## src/rtl/dmem_access_unit_if.sv

```systemverilog
`default_nettype none
// ---------------------------------------------------------------------------
// dmem_access_unit_if : load/store request bus plus word-RAM port bundle
// Rev 1.0
// ---------------------------------------------------------------------------
interface dmem_access_unit_if #(
   parameter int ADDR_WIDTH     = 32,
   parameter int RAM_ADDR_WIDTH = 12
);
   logic                      req;
   logic                      wr;
   logic [1:0]                size;
   logic                      is_signed;
   logic [ADDR_WIDTH-1:0]     addr;
   logic [31:0]               wdata;
   logic                      busy;
   logic                      done;
   logic                      err;
   logic [31:0]               rdata;
   logic [RAM_ADDR_WIDTH-1:0] ram_a;
   logic [31:0]               ram_wd;
   logic                      ram_we;
   logic [31:0]               ram_rd;

   // master is the environment: the core plus the RAM behind the unit
   modport master (
      output req, wr, size, is_signed, addr, wdata, ram_rd,
      input  busy, done, err, rdata, ram_a, ram_wd, ram_we
   );

   modport slave (
      input  req, wr, size, is_signed, addr, wdata, ram_rd,
      output busy, done, err, rdata, ram_a, ram_wd, ram_we
   );
endinterface
`default_nettype wire

```

## src/rtl/dmem_access_unit.sv

```systemverilog
`default_nettype none
// ---------------------------------------------------------------------------
// dmem_access_unit : byte/half/word load-store to word RAM, RMW sub-word stores
// Rev 1.0
// ---------------------------------------------------------------------------
module dmem_access_unit #(
   parameter int ADDR_WIDTH     = 32,
   parameter int RAM_ADDR_WIDTH = 12
) (
   input  wire logic         clk_i,
   input  wire logic         rst_i,
   dmem_access_unit_if.slave bus
);
   localparam logic [1:0] S_IDLE  = 2'd0;
   localparam logic [1:0] S_READ  = 2'd1;
   localparam logic [1:0] S_WRITE = 2'd2;
   localparam logic [1:0] S_RESP  = 2'd3;
   localparam int         LA_W    = RAM_ADDR_WIDTH + 2;

   logic [1:0]      state_q, state_d;
   logic            wr_q, wr_d;
   logic [1:0]      size_q, size_d;
   logic            sgn_q, sgn_d;
   logic [LA_W-1:0] addr_q, addr_d;
   logic [31:0]     wdata_q, wdata_d;
   logic [31:0]     word_q, word_d;
   logic [31:0]     rdata_q, rdata_d;
   logic            err_q, err_d;

   logic            bad_w;
   logic [7:0]      byte_w;
   logic [15:0]     half_w;
   logic [31:0]     load_fmt_w;
   logic [31:0]     merge_w;
   logic            unused_addr_hi;

   assign unused_addr_hi = ^bus.addr[ADDR_WIDTH-1:LA_W];

   assign bad_w = (bus.size == 2'b11)
                | ((bus.size == 2'b01) & bus.addr[0])
                | ((bus.size == 2'b10) & (bus.addr[1:0] != 2'b00));

   // Load formatting works on the live RAM word since it is captured at the same edge
   always_comb begin
      byte_w = 8'h00;
      case (addr_q[1:0])
         2'd0:    byte_w = bus.ram_rd[7:0];
         2'd1:    byte_w = bus.ram_rd[15:8];
         2'd2:    byte_w = bus.ram_rd[23:16];
         default: byte_w = bus.ram_rd[31:24];
      endcase
      half_w = addr_q[1] ? bus.ram_rd[31:16] : bus.ram_rd[15:0];
      case (size_q)
         2'b00:   load_fmt_w = {{24{sgn_q & byte_w[7]}}, byte_w};
         2'b01:   load_fmt_w = {{16{sgn_q & half_w[15]}}, half_w};
         default: load_fmt_w = bus.ram_rd;
      endcase
   end

   always_comb begin
      merge_w = word_q;
      case (size_q)
         2'b00:   merge_w[{addr_q[1:0], 3'b000} +: 8]  = wdata_q[7:0];
         2'b01:   merge_w[{addr_q[1], 4'b0000} +: 16] = wdata_q[15:0];
         default: merge_w = wdata_q;
      endcase
   end

   always_comb begin
      state_d = state_q;
      wr_d    = wr_q;
      size_d  = size_q;
      sgn_d   = sgn_q;
      addr_d  = addr_q;
      wdata_d = wdata_q;
      word_d  = word_q;
      rdata_d = rdata_q;
      err_d   = err_q;
      case (state_q)
         S_IDLE: begin
            if (bus.req) begin
               wr_d    = bus.wr;
               size_d  = bus.size;
               sgn_d   = bus.is_signed;
               addr_d  = bus.addr[LA_W-1:0];
               wdata_d = bus.wdata;
               err_d   = bad_w;
               if (bad_w)
                  state_d = S_RESP;
               else if (bus.wr && (bus.size == 2'b10))
                  state_d = S_WRITE;
               else
                  state_d = S_READ;
            end
         end
         S_READ: begin
            word_d = bus.ram_rd;
            if (wr_q) begin
               state_d = S_WRITE;
            end else begin
               rdata_d = load_fmt_w;
               state_d = S_RESP;
            end
         end
         S_WRITE: state_d = S_RESP;
         default: state_d = S_IDLE;
      endcase
   end

   always_ff @(posedge clk_i) begin
      if (rst_i) begin
         state_q <= S_IDLE;
         wr_q    <= 1'b0;
         size_q  <= 2'b00;
         sgn_q   <= 1'b0;
         addr_q  <= '0;
         wdata_q <= 32'h0;
         word_q  <= 32'h0;
         rdata_q <= 32'h0;
         err_q   <= 1'b0;
      end else begin
         state_q <= state_d;
         wr_q    <= wr_d;
         size_q  <= size_d;
         sgn_q   <= sgn_d;
         addr_q  <= addr_d;
         wdata_q <= wdata_d;
         word_q  <= word_d;
         rdata_q <= rdata_d;
         err_q   <= err_d;
      end
   end

   assign bus.busy   = (state_q != S_IDLE);
   assign bus.done   = (state_q == S_RESP);
   assign bus.err    = err_q;
   assign bus.rdata  = rdata_q;
   assign bus.ram_a  = addr_q[LA_W-1:2];
   assign bus.ram_wd = merge_w;
   // Write strobe drops combinationally with reset so a reset in WRITE never commits
   assign bus.ram_we = (state_q == S_WRITE) & ~rst_i;

endmodule
`default_nettype wire

```

## src/flat_wrapper.sv

```systemverilog
// flat-port wrapper written by rule: the top's interface ports become plain ports
module dmem_access_unit_flat 
#(
   parameter int ADDR_WIDTH     = 32,
   parameter int RAM_ADDR_WIDTH = 12
)
  (clk_i, rst_i, bus_req, bus_wr, bus_size, bus_is_signed, bus_addr, bus_wdata, bus_ram_rd, bus_busy, bus_done, bus_err, bus_rdata, bus_ram_a, bus_ram_wd, bus_ram_we);
  dmem_access_unit_if #(.ADDR_WIDTH(ADDR_WIDTH), .RAM_ADDR_WIDTH(RAM_ADDR_WIDTH)) bus_i ();
  input  wire logic clk_i;
  input  wire logic rst_i;
  input wire logic [$bits(bus_i.req)-1:0] bus_req;
  input wire logic [$bits(bus_i.wr)-1:0] bus_wr;
  input wire logic [$bits(bus_i.size)-1:0] bus_size;
  input wire logic [$bits(bus_i.is_signed)-1:0] bus_is_signed;
  input wire logic [$bits(bus_i.addr)-1:0] bus_addr;
  input wire logic [$bits(bus_i.wdata)-1:0] bus_wdata;
  input wire logic [$bits(bus_i.ram_rd)-1:0] bus_ram_rd;
  output wire logic [$bits(bus_i.busy)-1:0] bus_busy;
  output wire logic [$bits(bus_i.done)-1:0] bus_done;
  output wire logic [$bits(bus_i.err)-1:0] bus_err;
  output wire logic [$bits(bus_i.rdata)-1:0] bus_rdata;
  output wire logic [$bits(bus_i.ram_a)-1:0] bus_ram_a;
  output wire logic [$bits(bus_i.ram_wd)-1:0] bus_ram_wd;
  output wire logic [$bits(bus_i.ram_we)-1:0] bus_ram_we;
  assign bus_i.req = bus_req;
  assign bus_i.wr = bus_wr;
  assign bus_i.size = bus_size;
  assign bus_i.is_signed = bus_is_signed;
  assign bus_i.addr = bus_addr;
  assign bus_i.wdata = bus_wdata;
  assign bus_i.ram_rd = bus_ram_rd;
  assign bus_busy = bus_i.busy;
  assign bus_done = bus_i.done;
  assign bus_err = bus_i.err;
  assign bus_rdata = bus_i.rdata;
  assign bus_ram_a = bus_i.ram_a;
  assign bus_ram_wd = bus_i.ram_wd;
  assign bus_ram_we = bus_i.ram_we;
  dmem_access_unit #(.ADDR_WIDTH(ADDR_WIDTH), .RAM_ADDR_WIDTH(RAM_ADDR_WIDTH)) u_core (.clk_i(clk_i), .rst_i(rst_i), .bus(bus_i));
endmodule
```

## config.mk

```make
export PLATFORM = sky130hd
export DESIGN_NAME = dmem_access_unit_flat
export DESIGN_NICKNAME = d
export VERILOG_FILES = /design/src/rtl/dmem_access_unit_if.sv /design/src/rtl/dmem_access_unit.sv /design/src/flat_wrapper.sv
export SDC_FILE = /design/constraint.sdc
export NUM_CORES = 1
export LEC_CHECK = 0
export CORE_ASPECT_RATIO = 0.9
export CORE_UTILIZATION = 35
export CTS_BUF_LIST = sky130_fd_sc_hd__clkbuf_2 sky130_fd_sc_hd__clkbuf_4 sky130_fd_sc_hd__clkbuf_8
export CTS_CLUSTER_SIZE = 10
export DETAILED_ROUTE_END_ITERATION = 10
export PLACE_DENSITY = 0.72
export SLEW_MARGIN = 25
export SYNTH_ARGS = -nofsm -noshare
export SYNTH_HDL_FRONTEND = slang
export SYNTH_SLANG_ARGS = --single-unit
export TNS_END_PERCENT = 10
```

## constraint.sdc

```tcl
create_clock -name clk_i -period 4.4 [get_ports clk_i]
set_clock_uncertainty 0.15 [all_clocks]
set_input_delay 0.66 -clock clk_i [delete_from_list [all_inputs] [get_ports clk_i]]
set_output_delay 0.66 -clock clk_i [all_outputs]
set_load 0.02 [all_outputs]
```

==> results.toml <==
[yosys]
synthesis.nets = 796
synth-compound-area-share_pct = 23.3
synth-edff-count = 0
synth-simple-area-share_pct = 18.1
ys.flop_type = "dfxtp_1"
muxShareOfSynthArea_pct = 7.33
synthAdderAreaFrac_pct = 2.23
yosysUniqueCellTypes = 43
synth_cells = 683
avgSynthCellArea_um2 = 8.20
synth_area_leaders = "dfxtp_1, nand2_1, mux2i_1, a21oi_1, nor2_1"
synth_top_family_by_area = "compound AO/OA/AOI/OAI gates"
synth_top_area_share_pct = 41.8
ys_ff_latch = 117
synthTopCellsByCount = "nand2_1, dfxtp_1, nor2_1, a21oi_1, mux2i_1"
synthXorXnorAreaFrac_pct = 0
syn-cell-area_um2 = 5600
yosys.area.top_type = "dfxtp_1"
ys_warn_count = 0
synth_seq_area_share_pct = 41.8
synthArstFlopShare_pct = 0
synth_most_common_cell = "nand2_1"

[clocking]
cts_buffers = 17
worstSkewPairLatency_ns = 0.44
clock_tree.root_cell = "clkbuf_8"
cts_max_level = 4
cts_sinks = 117
clkTransAtPathRegs_ns = 0.07
post-cts-setup-buffers = 0
cts_buffer_depth = 2
ctsResizeCount = 0
cts_hold_buf = 0
cts_tree = "built"

[setup_path]
cpPeakStageDelay_ns = 0.67
cp_data_required_time_ns = 3.59
criticalPathCategory = "flip-flop to primary output"
crit_chain = "inv_1, ha_1, nor2_1, and3_1, nand3_1, o221ai_1, clkdlybuf4s50_1"
worstPathArrival_ns = 3.24
critPathSlowestCell = "clkdlybuf4s50_1"
crit_path_start_kind = "flip-flop"
end_kind = "primary output"
worstPathMaxFanout = 10

[sta]
finalHoldViolCount = 0
fmax_mhz = 247
drv_slew = 0
finalCritPeriodShare_pct = 92.0
setup_viol = 0
slew_headroom_pct = 37.9
rsz0062_at_grt = "false"
timing.setup.tns_ns = 0
worst_slew_pin_slew_ns = 0.932
setup_ws_ns = 0.352
fin_hold_ws_ns = 0.304
period_needed_ns = 4.05

[route]
wl_met2_mm = 7.86
drc = 0
viasPerCell = 5.16
drt_wl_total_mm = 17.5
dr.pass1.iters = 5
ant_nets = 0
met1_length_mm = 7.85
wire_per_inst_um = 17.0
highest_layer = "met4"
drtIter0Drc = 370
via_count = 5300
routed-wl-met3_mm = 1.49

[grt]
first_global_vias = 4911
grt_pass1_wl_mm = 26.8
grt_use_total_pct = 21.7
antenna_found_initial = 0
gr-total-overflow = 0
grt_max_degree = 107

[layout]
final_nets = 927
drive_gt1_share_pct = 7.38
stdcell_area_um2 = 7700
fin_cells = 1028
antenna_cells = 0
syn2layout_area_growth_pct = 37.5
final.fill_count = 1499

[placement]
dp_slack_ns = 0.882
dp_cells = 997
gp_congestion = 0.860
port_buffers = 164
dpl-instance-area_um2 = 7260
dp_hpwl_mm = 12.5

[floorplanning]
ios = 183
rows = 43
dieArea_um2 = 16500
die_y_um = 122
die_w_um = 135
core-area_um2 = 15500
start_util_pct = 36.0

[flow_run]
cap_viol_max_count = 0

[power]
peakVddDrop_uv = 308
pwr_density_cell_nw_per_um2 = 593
power.leakage_nw = 2.80

[run_status]
status = "complete, no violations"

[worst_hold_path]
hold_class = "flip-flop to flip-flop"
-- logic make-up (layout without fill, tap and decap cells) --
logic type	Yosys count	count (layout)
buf+inv	85	228
simple gates	250	250
compound gates	180	180
fa+ha+maj	10	10
mux	41	41
flops	117	117
-- layout by cell type, fill, tap and decap left out, types with 6 or more instances in the layout --
| cell type | n |
|---|---|
| a211oi_1 | 22 |
| a211oi_2 | 11 |
| a21o_1 | 9 |
| a21oi_1 | 69 |
| a222oi_1 | 6 |
| a22o_1 | 19 |
| a22oi_1 | 9 |
| buf_4 | 8 |
| clkbuf_8 | 18 |
| clkdlybuf4s50_1 | 163 |
| dfxtp_1 | 117 |
| ha_1 | 9 |
| inv_1 | 25 |
| mux2i_1 | 41 |
| nand2_1 | 148 |
| nor2_1 | 70 |
| nor2b_1 | 12 |
| o21ai_0 | 10 |
| o221ai_1 | 15 |
-- area by class of cell --
class	count	area (µm²)	area share, %
well taps	202	253	3.28
inverters	25	93.8	1.22
flip-flops and latches	117	2340	30.4
clock inverters	10	179	2.32
multi-input cells	481	2860	37.2
clock buffers	21	270	3.51
repair buffers	172	1700	22.1
-- layer usage --
layer	global-route usage [%]	vias to the layer above
met5	0	-
met4	8.64	0
met3	6.66	28
met2	33.2	211
met1	28.3	2445
li1	-	2616
-- state kept, by name (all words and copies together), names as in the netlist --
signal and flops:
u_core.addr_q 14, u_core.word_q 32, u_core.bus.rdata 32, u_core.size_q 2, u_core.wr_q 1, u_core.sgn_q 1
u_core.wdata_q 32, u_core.bus.err 1, u_core.state_q 2
-- through the flow --
stage,util (%),total power [mW]
floorplan,-,2.74
global route,49.6,4.84
detailed placement,46.7,3.44
finish,49.6,4.57
global placement,46.6,3.42
CTS,49.6,4.59
-- power breakdown --
group,total (mW),internal [mW],switching (mW),leakage (nW)
Sequential,1.50,1.31,0.183,0.958
Combinational,1.92,0.843,1.08,1.61
Clock,1.15,0.702,0.444,0.234
Total,4.57,2.86,1.71,2.80
-- final timing paths --
| check | from | end | slack (ns) | cells after the start |
|---|---|---|---|---|
| worst max-delay path | u_core.addr_q[1] | bus_ram_wd[10] | 0.35 | 7 |
| worst min-delay path | u_core.addr_q[6] | u_core.addr_q[6] | 0.30 | 2 |
| worst max register to register | u_core.addr_q[1] | u_core.bus.rdata[31] | 1.57 | 6 |
| worst min register to register | u_core.addr_q[6] | u_core.addr_q[6] | 0.30 | 2 |
-- critical path, delay by kind of cell (launching register included) --
kind	cells	cell delay (ns)
AO/OA/AOI/OAI	1	0.39
buffers and inverters	2	0.89
AND/OR/NAND/NOR	3	0.65
adder cells (fa/ha/maj)	1	0.32
flip-flops	1	0.55
Note: power is estimated with default switching activity, not from simulation.
